### src/rtl/pll_supervisor_pkg.sv
`default_nettype none
// ============================================================================
// Module      : pll_supervisor_pkg
// Description : Shared state encodings and helpers for the PLL lock supervisor.
// Revision    : 1.0 - initial release
// ============================================================================
package pll_supervisor_pkg;

    localparam int STATE_W = 3;

    // Encodings are visible on the STATE debug port, so keep them stable.
    typedef enum logic [STATE_W-1:0] {
        S_RESET_PLL = 3'd0,
        S_WAIT_LOCK = 3'd1,
        S_FILTER    = 3'd2,
        S_HOLD      = 3'd3,
        S_RUN       = 3'd4
    } state_t;

    // Largest of four values; sizes the shared timer.
    function automatic int max4(input int a, input int b, input int c, input int d);
        int m;
        m = a;
        if (b > m) m = b;
        if (c > m) m = c;
        if (d > m) m = d;
        return m;
    endfunction

endpackage
`default_nettype wire

### src/rtl/pll_supervisor_sync_2ff.sv
`default_nettype none
// ============================================================================
// Module      : sync_2ff
// Description : 1-bit two-flop synchronizer with synchronous active-low reset.
//               Generic; used here to bring PLL LOCK into the reference domain.
// Revision    : 1.0 - initial release
// ============================================================================
module sync_2ff (
    input  logic i_clk,
    input  logic i_rst_n,
    input  logic i_d,
    output logic o_q
);

    logic r_meta;
    logic r_sync;

    // Two-stage capture; both stages clear to 0 on reset.
    always_ff @(posedge i_clk) begin
        if (!i_rst_n) begin
            r_meta <= 1'b0;
            r_sync <= 1'b0;
        end else begin
            r_meta <= i_d;
            r_sync <= r_meta;
        end
    end

    assign o_q = r_sync;

endmodule
`default_nettype wire

### src/rtl/pll_supervisor.sv
`default_nettype none
// ============================================================================
// Module      : pll_supervisor
// Description : PLL lock supervisor on the 27 MHz reference clock. Pulses the
//               PLL reset, debounces lock, releases the system reset after a
//               settling delay and restarts the PLL on timeout, lock loss or
//               software request. Counts involuntary relocks (saturating).
// Revision    : 1.0 - initial release
// ============================================================================
module pll_supervisor
    import pll_supervisor_pkg::*;
#(
    parameter int PLL_RESET_CYCLES = 8,      // must be >= 2
    parameter int LOCK_FILTER      = 16,
    parameter int RELEASE_DELAY    = 1024,
    parameter int LOCK_TIMEOUT     = 270000
) (
    input  logic               CLK,
    input  logic               RESETN,
    input  logic               LOCK,
    input  logic               REQ_RELOCK,
    output logic               PLL_RESET,
    output logic               SYS_RESETN,
    output logic [7:0]         RELOCK_COUNT,
    output logic [STATE_W-1:0] STATE
);

    localparam int TIMER_MAX = max4(PLL_RESET_CYCLES, LOCK_FILTER, RELEASE_DELAY, LOCK_TIMEOUT);
    localparam int TIMER_W   = $clog2(TIMER_MAX) + 1;

    // Terminal timer values. The timer reads 0 on the first edge after entry,
    // so "N cycles in state" ends when it reads N-1. The reset-pulse state is
    // measured from the reset edge itself, which makes its end one later.
    localparam logic [TIMER_W-1:0] C_T_RESET   = TIMER_W'(PLL_RESET_CYCLES);
    localparam logic [TIMER_W-1:0] C_T_TIMEOUT = TIMER_W'(LOCK_TIMEOUT - 1);
    localparam logic [TIMER_W-1:0] C_T_FILTER  = TIMER_W'(LOCK_FILTER - 1);
    localparam logic [TIMER_W-1:0] C_T_RELEASE = TIMER_W'(RELEASE_DELAY - 1);
    localparam logic [TIMER_W-1:0] C_T_SAT     = {TIMER_W{1'b1}};

    state_t             r_state;
    state_t             w_next;
    logic [TIMER_W-1:0] r_timer;
    logic [TIMER_W-1:0] w_timer_next;
    logic [7:0]         r_count;
    logic               r_pll_reset;
    logic               r_sys_resetn;
    logic               w_lock_s;
    logic               w_lock_event;
    logic               w_count_inc;

    sync_2ff u_lock_sync (
        .i_clk   (CLK),
        .i_rst_n (RESETN),
        .i_d     (LOCK),
        .o_q     (w_lock_s)
    );

    // Next-state, timer and relock-count decisions; lock events outrank REQ_RELOCK.
    always_comb begin
        w_next       = r_state;
        w_lock_event = 1'b0;
        w_count_inc  = 1'b0;
        w_timer_next = r_timer;

        case (r_state)
            S_RESET_PLL: begin
                if (r_timer == C_T_RESET) w_next = S_WAIT_LOCK;
            end
            S_WAIT_LOCK: begin
                if (w_lock_s) begin
                    w_next = S_FILTER;
                end else if (r_timer == C_T_TIMEOUT) begin
                    w_next       = S_RESET_PLL;
                    w_lock_event = 1'b1;
                    w_count_inc  = 1'b1;
                end
            end
            S_FILTER: begin
                if (!w_lock_s) begin
                    // Bounce during debounce: retry the wait, not counted.
                    w_next       = S_WAIT_LOCK;
                    w_lock_event = 1'b1;
                end else if (r_timer == C_T_FILTER) begin
                    w_next = S_HOLD;
                end
            end
            S_HOLD: begin
                if (!w_lock_s) begin
                    w_next       = S_RESET_PLL;
                    w_lock_event = 1'b1;
                    w_count_inc  = 1'b1;
                end else if (r_timer == C_T_RELEASE) begin
                    w_next = S_RUN;
                end
            end
            S_RUN: begin
                if (!w_lock_s) begin
                    w_next       = S_RESET_PLL;
                    w_lock_event = 1'b1;
                    w_count_inc  = 1'b1;
                end
            end
            default: begin
                w_next = S_RESET_PLL;
            end
        endcase

        if (REQ_RELOCK && (r_state != S_RESET_PLL) && !w_lock_event) begin
            w_next = S_RESET_PLL;
        end

        if (w_next != r_state) begin
            w_timer_next = '0;
        end else if (r_timer != C_T_SAT) begin
            w_timer_next = r_timer + TIMER_W'(1);
        end
    end

    // State, timer, counter and outputs all register on the same edge.
    always_ff @(posedge CLK) begin
        if (!RESETN) begin
            r_state      <= S_RESET_PLL;
            r_timer      <= '0;
            r_count      <= 8'd0;
            r_pll_reset  <= 1'b1;
            r_sys_resetn <= 1'b0;
        end else begin
            r_state      <= w_next;
            r_timer      <= w_timer_next;
            r_pll_reset  <= (w_next == S_RESET_PLL);
            r_sys_resetn <= (w_next == S_RUN);
            if (w_count_inc && (r_count != 8'hFF)) begin
                r_count <= r_count + 8'd1;
            end
        end
    end

    assign PLL_RESET    = r_pll_reset;
    assign SYS_RESETN   = r_sys_resetn;
    assign RELOCK_COUNT = r_count;
    assign STATE        = r_state;

endmodule
`default_nettype wire

### config.mk
export PLATFORM = sky130hd
export DESIGN_NAME = pll_supervisor
export DESIGN_NICKNAME = d
export VERILOG_FILES = /design/src/rtl/pll_supervisor_pkg.sv /design/src/rtl/pll_supervisor_sync_2ff.sv /design/src/rtl/pll_supervisor.sv
export SDC_FILE = /design/constraint.sdc
export NUM_CORES = 1
export LEC_CHECK = 0
export ABC_CLOCK_PERIOD_IN_PS = 2600
export CORE_ASPECT_RATIO = 1.5
export CORE_MARGIN = 2
export CORE_UTILIZATION = 57
export DETAILED_ROUTE_END_ITERATION = 8
export GPL_TIMING_DRIVEN = 0
export PLACE_DENSITY = 0.77
export REMOVE_ABC_BUFFERS = 1
export SLEW_MARGIN = 20
export SYNTH_ARGS = -nofsm -noshare
export SYNTH_HDL_FRONTEND = slang
export SYNTH_SLANG_ARGS = --single-unit
### constraint.sdc
create_clock -name CLK -period 2.6 [get_ports CLK]
set_input_delay 0.52 -clock CLK [delete_from_list [all_inputs] [get_ports CLK]]
set_output_delay 0.52 -clock CLK [all_outputs]
set_load 0.02 [all_outputs]
# Word-level counts from Yosys, hierarchy flattened
# Cells that the tools add are included.
# word_totals
inputBits,4
regBits,35
# op_classes
eq_ne,12
addsub,2
n_mux,15
n_bitwise,1
n_reduce_logical,10
# op_table
op,n
"== test 20 x 4 -> 1 bit, second input constant",2
two-way mux 3 bit,9
"adder 20 x 1 -> 20 bit, second input constant",1
"== test 20 x 10 -> 1 bit, second input constant",1
"== test 20 x 19 -> 1 bit, second input constant",1
"inequality test 20 bit, second input constant",1
one-hot mux 3 bit (5 select lines),1
"adder 8 x 1 -> 8 bit, second input constant",1
"inequality test 8 bit, second input constant",1
"== test 3 x 2 -> 1 bit, second input constant",2
"== test 3 bit, second input constant",2
logical NOT 3 bit,2
one-hot mux 1 bit (2 select lines),2
OR reduction 2 bit,2
"== test 3 x 1 -> 1 bit, second input constant",1
logical AND 1 bit,3
two-way mux 1 bit,3
inequality test 3 bit,1
nonzero test 3 bit,1
OR reduction 3 bit,1
logical NOT 1 bit,1
inverter 1 bit,1

# Longest topological paths before layout
# logic_depth
word_depth,9
ltp_mapped,9
ltp_nobuf,8

# Hierarchy
# From an unflattened synthesis, not the netlist that was laid out.
# hier_totals
cells_unflattened,220
hier_area_um2,1850.5
# modules_own_cells
mod,cells_each,seq_area_each_um2,area_per_inst_um2,instances
pll_supervisor,216,660.6,1798.0,1
sync_2ff,4,40.0,52.6,1

# Least setup slack after synthesis
# Ideal clock, no wire load.
# synth_path
path_kind,reg-to-reg
from,register r_timer[0]
to,register r_timer[17]
path_stages_with_launch,9
n_path_buf,2
arrival_time_ns,1.842
synth_period_minus_slack_ns,1.975
setup_ns,0.133
path_slack_ns,0.625
path_cell_list,dfxtp_1 > ha_1 > nand3_1 > or3_1 > buf_2 > nor4_2 > o41a_1 > buf_2 > a211oi_1
# synth_via
elab_chain_cells,9
word_cells_on_any_way,22
cone_classes,1 x add/sub; 6 x eq/ne; 12 x mux; 3 x reduce/logical
# synth_rtl
item,line_no,text
from (decl),pll_supervisor.sv:42,logic [TIMER_W-1:0] r_timer;
from (signal assigned),pll_supervisor.sv:129,r_timer <= w_timer_next;
== test 20 x 19 -> 1 bit,pll_supervisor.sv:72,end else if (r_timer == C_T_TIMEOUT) begin
two-way mux 1 bit,pll_supervisor.sv:72,
two-way mux 1 bit,pll_supervisor.sv:70,if (w_lock_s) begin
one-hot mux 1 bit (2 select lines),pll_supervisor.sv:65,case (r_state)
logical NOT 1 bit,pll_supervisor.sv:108,if (REQ_RELOCK && (r_state != S_RESET_PLL) && !w_lock_event) begin
logical AND 1 bit,pll_supervisor.sv:108,
two-way mux 3 bit,pll_supervisor.sv:108,
inequality test 3 bit,pll_supervisor.sv:112,if (w_next != r_state) begin
OR reduction 2 bit (no line),n/a,
# Parallel ways exist; a longest one is shown, timed or not.
# A chain may end at the register's enable or synchronous reset.

# Final worst setup path
# layout_path
from,register r_timer[0]
to,register r_timer[16]
# Same word-level chain as after synthesis.

==> impl_metrics.json <==
{
  "whs_ns": 0.4480,
  "cts_sinks": 35,
  "vias": 1684,
  "pre_cts_slack_ns": -0.2820,
  "timing.reg2reg.setup_slack_ns": 0.23,
  "antenna_cells": 0,
  "yosys-top-cells-area": "dfxtp_1 35%, nor3_1 5.5%, nand3_1 5.2%",
  "post-route-cell-area_sq_um": 2236,
  "reg2reg_from": "r_timer[0]",
  "start_kind": "register",
  "cp-end-kind": "register",
  "grt_usage": 0.2307,
  "cts_max_path_buffers": 2,
  "fill_cells": 298,
  "first_pass_iters": 4,
  "finalNetCount": 251,
  "final_cell_mix": "35 x dfxtp_1, 22 x nor3_1, 20 x nand3_1",
  "cts.htree.levels": 2,
  "path_max_fanout": 20,
  "area_growth_syn_to_layout_pct": 11.41,
  "fmax_mhz": 421.6,
  "whs_path_depth": 1,
  "portBuffers": 16,
  "die_y_microns": 76.67,
  "layout_commonest_cell": "dfxtp_1",
  "min_to": "u_lock_sync.o_q",
  "cts_setup_buffers": 0,
  "io_pins": 17,
  "cts.clk_slew.worst_paths_ns": 0.07,
  "crit_arrival_ns": 2.53,
  "grt_pass1_vias": 1617,
  "die_area_sq_um": 4021,
  "irDropWorstVdd_uv": 469.3,
  "ant_nets": 0,
  "synth.top_cell.area_share": 0.3491,
  "reg2reg_to": "r_timer[16]",
  "worst_slack_ns": 0.2282,
  "grt_max_degree": 21,
  "syn_inst": 233,
  "slew_violations": 0,
  "ys_seq_elements": 35,
  "place_congestion": 0.8787,
  "cts_buffers": 5,
  "clk_latency_ns": 0.29,
  "synth_ff_type": "dfxtp_1",
  "core_sq_um": 3383,
  "die_width_microns": 52.45,
  "fin_util": 0.6609,
  "final_hold_viol_count": 0,
  "avgRoutedWirePerCell_microns": 14.42,
  "placedInstanceArea_sq_um": 2142,
  "syn_area_sq_um": 2007,
  "syn_avg_cell_area_sq_um": 8.613,
  "cts_tree": "built",
  "crit_required_ns": 2.76,
  "wirelength_microns": 4124,
  "ff2ff_path_depth": 6,
  "async_flop_share": 0,
  "antenna_found_initial": 0,
  "seq_area_frac_synth": 0.3491,
  "hpwl_microns": 2859,
  "maxCapViolations": 0,
  "pwr_density_cell_nw_per_um2": 442.6,
  "fin_crit_sh": 0.9122,
  "drtIter0Drc": 47,
  "synth.distinct_cells": 52,
  "post-route-min-period_ns": 2.372,
  "grt_pass1_wl_microns": 7182,
  "clock_skew_ns": 0.006385,
  "rsz0062_at_grt": "false",
  "synth_edf_count": 0,
  "cellLeakagePower_uw": 0.0007451,
  "tightest_slew_ns": 0.4776,
  "routed_via_density": 5.888,
  "worstHoldStart": "u_lock_sync.r_meta",
  "holdBufCountCts": 0,
  "ys_warn_count": 0,
  "cts_resized": 2,
  "synth_area_leader_cell": "dfxtp_1",
  "gr-total-overflow": 0,
  "maxSlewHeadroom": 0.6787,
  "drive_gt1_frac": 0.09836,
  "cts-root-buf": "clkbuf_8",
  "setup_violations": 0,
  "drc": 0,
  "initial_utilization": 0.5932,
  "rows": 26,
  "outcome": "finished, final reports clean",
  "hp-class": "register to register",
  "path_class": "register to register"
}
[kinds of logic after synthesis]
kind of cell | share of synthesized area
simple gates | 0.3566
compound gates | 0.1322
flops | 0.3491
xor+xnor | 0.07855
buf+inv | 0.04988
fa+ha+maj | 0.02369
mux | 0.009975
[how the worst max path moves through the flow]
stage / start / to / cells after the start
after floorplan: STATE[0] / r_timer[16] / 6
after global placement: REQ_RELOCK / r_timer[16] / 7
after detailed placement: REQ_RELOCK / r_timer[16] / 7
after CTS: r_timer[0] / r_timer[16] / 6
after global routing: STATE[0] / r_timer[16] / 5
final: r_timer[0] / r_timer[16] / 6
[worst max-delay path, cell delays in order, from the launching register on]
cell and delay, ns:
dfxtp_1 0.38, ha_1 0.24, nand3_1 0.12, or3_1 0.54, nor4_2 0.42, o41a_2 0.44
nor4_1 0.10
[final cells by class]
| type | count | area, sq um | share of cell area |
|---|---|---|---|
| repair buffers | 16 | 160.2 | 0.07163 |
| multi-input cells | 180 | 1212 | 0.5422 |
| inverters | 6 | 22.52 | 0.01007 |
| clock inverters | 1 | 5.005 | 0.002238 |
| clock buffers | 6 | 82.58 | 0.03693 |
| well taps | 42 | 52.55 | 0.02350 |
| flip-flops and latches | 35 | 700.7 | 0.3134 |
[synthesized netlist by cell type (2+ instances only)]
master / number
nor3_1: 22
a21boi_1: 2
or3_1: 3
nor2_1: 10
and3_1: 8
nor4b_1: 2
nand4_1: 2
o21ai_0: 12
nand2b_1: 3
nand2_1: 8
xor2_1: 6
and4_1: 2
xnor2_1: 12
nand3_1: 21
or4_1: 3
a31oi_1: 2
ha_1: 3
nor2b_1: 3
nor3b_1: 6
a21oi_1: 8
o31ai_1: 2
inv_1: 5
clkbuf_1: 2
mux2i_1: 2
clkbuf_8: 2
and2_1: 8
nor4_1: 5
a211oi_1: 2
dfxtp_1: 35
and3_2: 4
buf_2: 7
[routing by layer]
metal	wire length (microns)	global-route usage	vias to the layer above
li1	-	-	876
met1	1805	0.2546	773
met3	112	0.05642	8
met4	102	0.1000	0
met2	2104	0.4013	27
met5	0	0	-
[report_power, final]
group / switching (uW) / internal (uW)
clock: 194 / 208
combinational: 21.6 / 16.7
sequential: 7.56 / 542
[sequential cells by signal, summed over array words and instances, names as in the netlist]
name                cells
r_timer                20
PLL_RESET               1
SYS_RESETN              1
u_lock_sync.o_q         1
RELOCK_COUNT            8
STATE                   3
u_lock_sync.r_meta      1
[metrics by stage]
step / cells / total power [uW] / setup TNS (ns)
6_report: 286 / 989.7 / 0
5_1_grt: 286 / 1026 / 0
4_1_cts: 286 / 1001 / 0
3_5_place_dp: 279 / 599.2 / -4.006
3_3_place_gp: 279 / 598.7 / -3.403
2_1_floorplan: 221 / 583.5 / 0
No activity file was read; power rests on OpenSTA's default activity.
